## config.mk

```make
export PLATFORM = sky130hd
export DESIGN_NAME = operand_fetch16
export DESIGN_NICKNAME = d
export VERILOG_FILES = /design/src/rtl/operand_fetch16.sv
export SDC_FILE = /design/constraint.sdc
export NUM_CORES = 1
export LEC_CHECK = 0
export CAP_MARGIN = 20
export CORE_MARGIN = 2
export CORE_UTILIZATION = 50
export CTS_BUF_LIST = sky130_fd_sc_hd__clkbuf_8
export CTS_CLUSTER_DIAMETER = 200
export DETAILED_ROUTE_END_ITERATION = 7
export PLACE_DENSITY_LB_ADDON = 0.1
export SLEW_MARGIN = 0
export SYNTH_ARGS = -nofsm -noshare
export SYNTH_HDL_FRONTEND = slang
export SYNTH_SLANG_ARGS = --single-unit
```

## constraint.sdc

```tcl
create_clock -name clk -period 9.7 [get_ports clk]
set_clock_uncertainty 0.05 [all_clocks]
set_input_delay 1.455 -clock clk [delete_from_list [all_inputs] [get_ports clk]]
set_output_delay 1.455 -clock clk [all_outputs]
set_load 0.05 [all_outputs]
```

## src/rtl/operand_fetch16.sv

```systemverilog
// Operand-fetch stage ahead of the 16-bit logic unit.
// Register file read with write-first bypass into a 2-entry output FIFO.
module operand_fetch16 #(
    parameter int WIDTH = 16,
    parameter int DEPTH = 8,
    parameter int AW    = 3
) (
    input  logic             clk,
    input  logic             reset,
    input  logic             wr_en,
    input  logic [AW-1:0]    wr_addr,
    input  logic [WIDTH-1:0] wr_data,
    input  logic             req_valid,
    output logic             req_ready,
    input  logic [AW-1:0]    req_addr_a,
    input  logic [AW-1:0]    req_addr_b,
    output logic             out_valid,
    input  logic             out_ready,
    output logic [WIDTH-1:0] out_a,
    output logic [WIDTH-1:0] out_b,
    output logic [15:0]      req_count
);

    typedef enum logic [1:0] {
        EMPTY = 2'd0,
        ONE   = 2'd1,
        FULL  = 2'd2
    } state_t;

    state_t state, state_nxt;

    logic [WIDTH-1:0] regs [DEPTH];
    logic [WIDTH-1:0] rd_a, rd_b;
    logic [WIDTH-1:0] head_a, head_b;
    logic [WIDTH-1:0] tail_a, tail_b;
    logic push, pop;
    logic ld_head_new, ld_head_tail, ld_tail_new;

    assign req_ready = (state != FULL);
    assign out_valid = (state != EMPTY);
    assign push      = req_valid & req_ready;
    assign pop       = out_valid & out_ready;
    assign out_a     = head_a;
    assign out_b     = head_b;

    // Read ports with write-first bypass of same-cycle writes
    always_comb begin
        rd_a = regs[req_addr_a];
        rd_b = regs[req_addr_b];
        if (wr_en && (wr_addr == req_addr_a)) rd_a = wr_data;
        if (wr_en && (wr_addr == req_addr_b)) rd_b = wr_data;
    end

    // Register file storage
    always_ff @(posedge clk or posedge reset) begin
        if (reset) begin
            for (int i = 0; i < DEPTH; i++) regs[i] <= '0;
        end else if (wr_en) begin
            regs[wr_addr] <= wr_data;
        end
    end

    // Buffer occupancy state register
    always_ff @(posedge clk or posedge reset) begin
        if (reset) state <= EMPTY;
        else       state <= state_nxt;
    end

    // Next occupancy and slot load selects
    always_comb begin
        state_nxt    = state;
        ld_head_new  = 1'b0;
        ld_head_tail = 1'b0;
        ld_tail_new  = 1'b0;
        unique case (state)
            EMPTY: begin
                if (push) begin
                    state_nxt   = ONE;
                    ld_head_new = 1'b1;
                end
            end
            ONE: begin
                if (push && pop) begin
                    ld_head_new = 1'b1;
                end else if (push) begin
                    state_nxt   = FULL;
                    ld_tail_new = 1'b1;
                end else if (pop) begin
                    state_nxt   = EMPTY;
                end
            end
            FULL: begin
                if (pop) begin
                    state_nxt    = ONE;
                    ld_head_tail = 1'b1;
                end
            end
            default: state_nxt = EMPTY;
        endcase
    end

    // Head/tail slots; head keeps last popped value when empty
    always_ff @(posedge clk or posedge reset) begin
        if (reset) begin
            head_a <= '0;
            head_b <= '0;
            tail_a <= '0;
            tail_b <= '0;
        end else begin
            if (ld_head_new) begin
                head_a <= rd_a;
                head_b <= rd_b;
            end else if (ld_head_tail) begin
                head_a <= tail_a;
                head_b <= tail_b;
            end
            if (ld_tail_new) begin
                tail_a <= rd_a;
                tail_b <= rd_b;
            end
        end
    end

    // Wrapping count of accepted requests
    always_ff @(posedge clk or posedge reset) begin
        if (reset)     req_count <= 16'h0000;
        else if (push) req_count <= req_count + 16'h0001;
    end

endmodule

```

==> flow_metrics.tcl, run 1 <==
set metrics [dict create \
    syn_nets 879 \
    synthesis.area_um2 10700 \
    worstMarginPinSlew_ns 1.14 \
    port_buffers 79 \
    wl_met2_mm 13.1 \
    finalInstanceArea_um2 12400 \
    worstPathArrival_ns 2.34 \
    synthArstFlopShare_pct 100 \
    startpoint_type "register" \
    period_minus_slack_ns 3.85 \
    power_density_nw_per_um2 249 \
    synth_cell_type_count 45 \
    cts_max_level 2 \
    setup.worst_path.end_class "output port" \
    place_ws_ns 5.39 \
    clockRootBuffer "clkbuf_8" \
    initial_core_util_pct 51.1 \
    yosys_warnings 0 \
    clk_pin_slew_worst_paths_ns 0.06 \
    area_growth_pct 15.7 \
    finalSetupTns_ns 0 \
    hold_violations 0 \
    place_area_um2 11600 \
    met3WireLength_mm 1.99 \
    gr-total-overflow 0 \
    cts_hold_buffers 0 \
    wl_per_cell_um 23.0 \
    antenna_left 0 \
    cts_tree "done" \
    cts_buffers 38 \
    cap_violations 0 \
    setup_viol 0 \
    drc 0 \
    cp_max_fo 18 \
    grt_usage_pct 25.5 \
    die_x_um 151 \
    clk_path_buf_depth 3 \
    die_y_um 151 \
    drt-met1-wl_mm 12.1 \
    crit_type "reg2out" \
    post_cts_buffers 0 \
    worstSkewPairLatency_ns 0.53 \
    vias 7395 \
    drt_first_pass_iters 5 \
    numClockSinks 210 \
    status "completed" \
    syn_inst 848 \
    timing.hold.ws_ns 0.419 \
    drive_gt1_share_pct 29.4 \
    synth_area_per_cell_um2 12.7 \
    synth-edff-count 0 \
    cts-resized-gates 0 \
    layout.cells.non_filler 1207 \
    fillers 1648 \
    synth-seq-cells 210 \
    fin_ws_ns 5.85 \
    crit_required_ns 8.20 \
    dieArea_um2 22700 \
    final_core_util_pct 59.1 \
    viasPerCell 6.13 \
    io_pins 80 \
    layout_commonest_cell "dfrtp_1" \
    final_net_count 940 \
    wirelength_mm 27.7 \
    rows 53 \
    yosys_most_used_dff "dfrtp_1" \
    grt_max_degree 138 \
    gp_congestion 0.870 \
    drt_iter0_markers 483 \
    ir_drop_mv 0.112 \
    rsz0062_at_grt "no" \
    coreArea_um2 21000 \
    power_leakage_nw 5.25 \
    hold_class "reg2reg" \
    finalCritPeriodShare_pct 39.7 \
    dpl.hpwl_mm 18.0 \
    fmax_mhz 260 \
    grt_pass1_wl_mm 43.9 \
    ys_seq_area_share_pct 48.9 \
    power_mw 3.09 \
    post-place-cells 1143 \
    layout_common_cells "dfrtp_1 (210), mux2_2 (135), clkdlybuf4s50_1 (75)" \
    num_antenna_cells 0 \
    highest_layer "met4" \
    slew_violations 0 \
    relSlewSlack_pct 23.4 \
    antenna_found_initial 0 \
    grt_pass1_vias 7691 \
]
-- worst max-delay path, stage by stage (launching register included) --
cell             delay, ns
dfrtp_1               0.66
nand2b_1              0.31
clkdlybuf4s50_1       0.85
-- cell type report --
cell class                 count  area (um2)  area share (%)
timing repair buffer          97         953            7.67
clock buffer                  49         674            5.43
sequential                   210        5260            42.3
clock inverter                14        86.3           0.695
tap                          275         344            2.77
inverter                       3        18.8           0.151
multi-input combinational    559        5090            41.0
-- where the power goes --
group,total [mW],switching (mW),internal (mW)
combinational,0.965,0.545,0.419
sequential,1.29,0.172,1.12
clock,0.837,0.360,0.476
total,3.09,1.08,2.01
-- registers in the layout, indices dropped and copies added (netlist names) --
signal	cells
tail_a	16
tail_b	16
out_b	16
regs	128
out_a	16
state	2
req_count	16
-- cell usage after synthesis (12+ instances only) --
library cell  number  area share [%]
a22oi_1           36             2.5
nor2_1            37             1.3
o31ai_1           24             1.7
nand2_1           45             1.6
nor2b_1           17            0.99
mux2i_1           59             5.5
clkbuf_1          34             1.2
mux2_2           135              14
mux4_2            39             8.2
a211oi_1          21             1.5
nor3_1            13            0.61
buf_2             19            0.89
xnor2_1           12            0.98
dfrtp_1          210              49
o21ai_0           15            0.70
a31oi_1           23             1.3
-- per-layer routing --
layer / vias up / track usage, %
met5: - / 0
met4: 0 / 6.65
met3: 38 / 6.52
met2: 236 / 40.4
met1: 3812 / 35.3
li1: 3309 / -
-- cell families (layout without fill, tap and decap cells) --
kind of cell | Yosys count | count (layout) | synth area share (%)
buffers and inverters | 79 | 163 | 3.86
muxes | 233 | 233 | 27.8
AOI/OAI and AO/OA | 130 | 130 | 8.30
adders and majority gates | 1 | 1 | 0.117
DFF | 210 | 210 | 48.9
and+or+nand+nor | 174 | 174 | 9.24
xor gates and xnor gates | 21 | 21 | 1.71
-- worst paths after layout --
kind / start / end / slack [ns] / cells after the start
max: state[0] / req_ready / 5.85 / 2
min reg2reg: req_count[15] / req_count[15] / 0.42 / 1
max in group asynchronous: reset / req_count[2] / 6.62 / 3
min: req_count[15] / req_count[15] / 0.42 / 1
min in group asynchronous: reset / out_a[9] / 1.47 / 2
max reg2reg: state[1] / tail_b[0] / 7.06 / 4
Note: power is estimated with default switching activity, not from simulation.
==> inputs of run 2 (changes only) <==
Clock period 9.7 ns to 3.4 ns, I/O delays scaled along.
==> run 2 against run 1 <==
First-iteration DRC count decreased by 2.9%; via count increased by 1.2%; critical path depth unchanged; sequential share of layout area about the same; critical path type unchanged; largest cell class unchanged; highest routed layer unchanged.
==> flow_metrics.tcl, run 2 (synthesized netlist as in run 1, its figures left out) <==
set metrics [dict create \
    reg2reg_depth 4 \
    initial_core_util_pct 51.1 \
    critPathMaxStageDelay_ns 0.86 \
    viasPerCell 6.14 \
    finalCritPeriodShare_pct 86.8 \
    p_clk_share_pct 25.5 \
    grt_pass1_vias 7747 \
    fmax_mhz 339 \
    port_buffers 79 \
    slew_violations 0 \
    drc 0 \
    layout_common_cells "dfrtp_1 (210), mux2_2 (135), clkdlybuf4s50_1 (75)" \
    wirelength_mm 28.0 \
    cts_buffers 38 \
    crit_start "state[0]" \
    crit_type "reg2out" \
    period_minus_slack_ns 2.95 \
    finalSetupTns_ns 0 \
    seqPwrFrac_pct 42.6 \
    wl_per_cell_um 22.9 \
    worstSkewPairLatency_ns 0.53 \
    status "completed" \
    place_area_um2 11700 \
    power_leakage_nw 5.28 \
    antenna_found_initial 0 \
    crit_required_ns 2.84 \
    area_growth_pct 15.7 \
    worstPathCellList "nand2b_1 -> clkdlybuf4s50_1" \
    clk_pin_slew_worst_paths_ns 0.05 \
    clockRootBuffer "clkbuf_8" \
    antenna_left 0 \
    power_density_nw_per_um2 698 \
    rsz0062_at_grt "no" \
    cts_tree "done" \
    die_y_um 151 \
    startpoint_type "register" \
    largest-register "regs" \
    dpl.hpwl_mm 18.4 \
    reg2reg_to "tail_b[3]" \
    numClockSinks 210 \
    switching_power_mw 3.08 \
    ir_drop_mv 0.276 \
    hold_violations 0 \
    worstPathArrival_ns 2.39 \
    io_pins 80 \
    largest_reg_flops 128 \
    setup_viol 0 \
    cts_max_level 2 \
    clk_path_buf_depth 3 \
    grt_pass1_wl_mm 44.4 \
    regToRegStartpoint "state[0]" \
    drt_iter0_markers 469 \
    rows 53 \
    fillers 1703 \
    hold_class "reg2reg" \
    setup.worst_path.end_class "output port" \
    drt_first_pass_iters 5 \
    slowest_stage "clkdlybuf4s50_1" \
    post_cts_buffers 0 \
    switching_share_pct 35.5 \
    relSlewSlack_pct 39.6 \
    gr-total-overflow 0 \
    grt_max_degree 137 \
    coreArea_um2 21000 \
    drive_gt1_share_pct 29.4 \
    final_net_count 952 \
    worstMarginPinSlew_ns 0.902 \
    cp_max_fo 18 \
    die_x_um 151 \
    layout_commonest_cell "dfrtp_1" \
    p_int_mw 5.59 \
    cts_hold_buffers 0 \
    vias 7487 \
    dieArea_um2 22700 \
    r2r_slack_ns 1.19 \
    cap_violations 0 \
    combinationalPowerShare_pct 32.0 \
    gp_congestion 0.802 \
    cts-resized-gates 0 \
    num_antenna_cells 0 \
    grt_usage_pct 25.8 \
    finalInstanceArea_um2 12400 \
    cp-endpoint "req_ready" \
]
## run 2: worst min path at each step
stage / slack, ns / startpoint / end / cells after the start
5_1_grt: 0.45 / req_count[15] / req_count[15] / 1
6_report: 0.42 / tail_b[2] / tail_b[2] / 2
3_3_place_gp: 0.41 / tail_a[4] / tail_a[4] / 2
4_1_cts: 0.43 / req_count[15] / req_count[15] / 1
2_1_floorplan: 0.40 / tail_a[10] / tail_a[10] / 2
3_5_place_dp: 0.42 / tail_b[9] / tail_b[9] / 2
## run 2: power by group through the flow
stage | clock [mW] | sequential, mW | combinational [mW]
4_1_cts | 2.27 | 3.68 | 2.79
3_3_place_gp | 0 | 3.66 | 2.72
5_1_grt | 2.40 | 3.77 | 2.98
6_report | 2.21 | 3.69 | 2.77
3_5_place_dp | 0 | 3.72 | 2.78
2_1_floorplan | 0 | 4.21 | 1.38
## run 2: routing by layer
layer  track usage [%]  share of wire (%)
met4              9.01                2.0
met3              4.00                5.6
met2              38.7                 46
met5                 0                  0
met1              38.1                 47
## run 2: cell type report
| type | instances | area (um2) | share of cell area (%) |
|---|---|---|---|
| clock inverters | 19 | 78.8 | 0.634 |
| well taps | 275 | 344 | 2.77 |
| inverters | 3 | 15.0 | 0.121 |
| repair buffers | 109 | 1050 | 8.42 |
| clock buffers | 45 | 619 | 4.98 |
| flip-flops and latches | 210 | 5260 | 42.3 |
| multi-input cells | 559 | 5070 | 40.8 |
## run 2: through the flow
| stage | util [%] | hold slack (ns) | power (mW) | setup slack, ns | std cells |
|---|---|---|---|---|---|
| after CTS | 59.1 | 0.430 | 8.73 | 0.427 | 1220 |
| after global placement | 55.8 | 0.411 | 6.38 | 0.492 | 1156 |
| after global routing | 59.1 | 0.449 | 9.14 | 0.326 | 1220 |
| after floorplan | - | 0.399 | 5.58 | 0.112 | 848 |
| final | 59.1 | 0.424 | 8.67 | 0.450 | 1220 |
| after detailed placement | 55.8 | 0.418 | 6.50 | 0.435 | 1156 |
## run 2: critical path: cells and delay by family, from the launching register on
kind / cells / cell delay [ns]
buffers and inverters: 1 / 0.86
DFF: 1 / 0.68
and+or+nand+nor: 1 / 0.33
==> inputs of run 3 (changes only) <==
Settings changed: CORE_UTILIZATION 50 to 35.
==> run 3 against run 2 <==
Sequential cell count unchanged; clock-buffer cell count is 3 higher; sequential power is essentially flat; utilization fell by 17 points.
==> flow_metrics.tcl, run 3 (synthesized netlist as in run 1, its figures left out) <==
set metrics [dict create \
    setup.worst_path.end_class "output port" \
    regToRegStartpoint "state[0]" \
    hold_violations 0 \
    cp-endpoint "req_ready" \
    relSlewSlack_pct 50.9 \
    reg2reg_to "out_a[12]" \
    grt_pass1_vias 7975 \
    rows 64 \
    wirelength_mm 31.7 \
    slew_violations 0 \
    drt_iter0_markers 602 \
    gp_congestion 0.810 \
    fmax_mhz 331 \
    num_antenna_cells 0 \
    numClockSinks 210 \
    port_buffers 79 \
    cts_max_level 2 \
    power_density_nw_per_um2 692 \
    finalCritPeriodShare_pct 89.0 \
    hold_class "in2async" \
    post_cts_buffers 0 \
    grt_usage_pct 20.4 \
    drt_first_pass_iters 5 \
    clk_pin_slew_worst_paths_ns 0.06 \
    wl_per_cell_um 23.3 \
    startpoint_type "register" \
    ir_drop_mv 0.211 \
    clk_path_buf_depth 3 \
    finalSetupTns_ns 0 \
    cp_max_fo 18 \
    largest_reg_flops 128 \
    io_pins 80 \
    cts_buffers 39 \
    setup_viol 0 \
    worstMarginPinSlew_ns 0.735 \
    r2r_slack_ns 1.27 \
    viasPerCell 5.55 \
    worstSkewPairLatency_ns 0.53 \
    antenna_found_initial 0 \
    status "completed" \
    cts_tree "done" \
    area_growth_pct 19.1 \
    drc 0 \
    coreArea_um2 30400 \
    crit_type "reg2out" \
    period_minus_slack_ns 3.03 \
    grt_max_degree 54 \
    largest-register "regs" \
    worstPathArrival_ns 2.47 \
    power_leakage_nw 5.38 \
    antenna_left 0 \
    cap_violations 0 \
    rsz0062_at_grt "no" \
    crit_start "state[0]" \
    drive_gt1_share_pct 31.2 \
    grt_pass1_wl_mm 48.8 \
    layout_commonest_cell "dfrtp_1" \
    layout_common_cells "dfrtp_1 (210), mux2_2 (135), clkdlybuf4s50_1 (75)" \
    die_x_um 179 \
    initial_core_util_pct 35.3 \
    vias 7532 \
    die_y_um 179 \
    final_core_util_pct 42.0 \
    dpl.hpwl_mm 21.5 \
    dieArea_um2 32100 \
    reg2reg_depth 4 \
    gr-total-overflow 0 \
    cts-resized-gates 0 \
    crit_required_ns 2.84 \
    cts_hold_buffers 0 \
    final_net_count 970 \
    clockRootBuffer "clkbuf_8" \
]
==> run 3: changes by cell type in the layout (fill, tap and decap cells not counted), sizes merged <==
| cell | before | now |
|---|---|---|
| clkbuf | 45 | 48 |
| buf | 34 | 51 |
| inv | 17 | 14 |
==> run 3: power breakdown <==
group	internal, mW	total (mW)	switching, mW
Sequential	3.19	3.71	0.519
Clock	1.26	2.31	1.04
Combinational	1.24	2.83	1.59
Total	5.69	8.85	3.15
==> run 3: final cells by class <==
type                       instances  area (um2)
clock inverter                    16        72.6
tap                              396         495
timing repair buffer             126        1210
inverter                           3        15.0
multi-input combinational        559        5070
sequential                       210        5260
fill                            2847       17600
clock buffer                      48         661
==> run 3: stage by stage <==
| stage | setup slack [ns] | cell area [um2] | hold WS (ns) | instances | total power, mW |
|---|---|---|---|---|---|
| 6_report | 0.375 | 12800 | 0.400 | 1358 | 8.85 |
| 2_1_floorplan | 0.112 | 10700 | 0.399 | 848 | 5.58 |
| 4_1_cts | 0.360 | 12800 | 0.405 | 1358 | 8.93 |
| 3_5_place_dp | 0.471 | 12100 | 0.416 | 1294 | 6.59 |
| 3_3_place_gp | 0.524 | 12100 | 0.412 | 1294 | 6.49 |
| 5_1_grt | 0.264 | 12800 | 0.453 | 1358 | 9.33 |
==> run 3: worst min path at each step <==
stage                             to  slack [ns]  cells after the start
after floorplan           tail_a[10]        0.40                      2
after global placement    tail_a[13]        0.41                      2
after detailed placement  tail_a[10]        0.42                      2
after CTS                  tail_a[9]        0.40                      2
after global routing       tail_a[9]        0.45                      2
final                      tail_a[9]        0.40                      2
==> run 3: layer usage <==
layer	vias to the layer above	GRT usage, %	part of all wire [%]
met3	44	3.41	4.5
met5	-	0	0
li1	3369	-	-
met4	0	4.70	1.8
met2	192	34.1	48
met1	3927	27.9	45
==> run 3: worst max-delay path: stages, from the launching register on <==
cell,delay (ns)
dfrtp_1,0.72
nand2b_1,0.36
clkdlybuf4s50_1,0.86
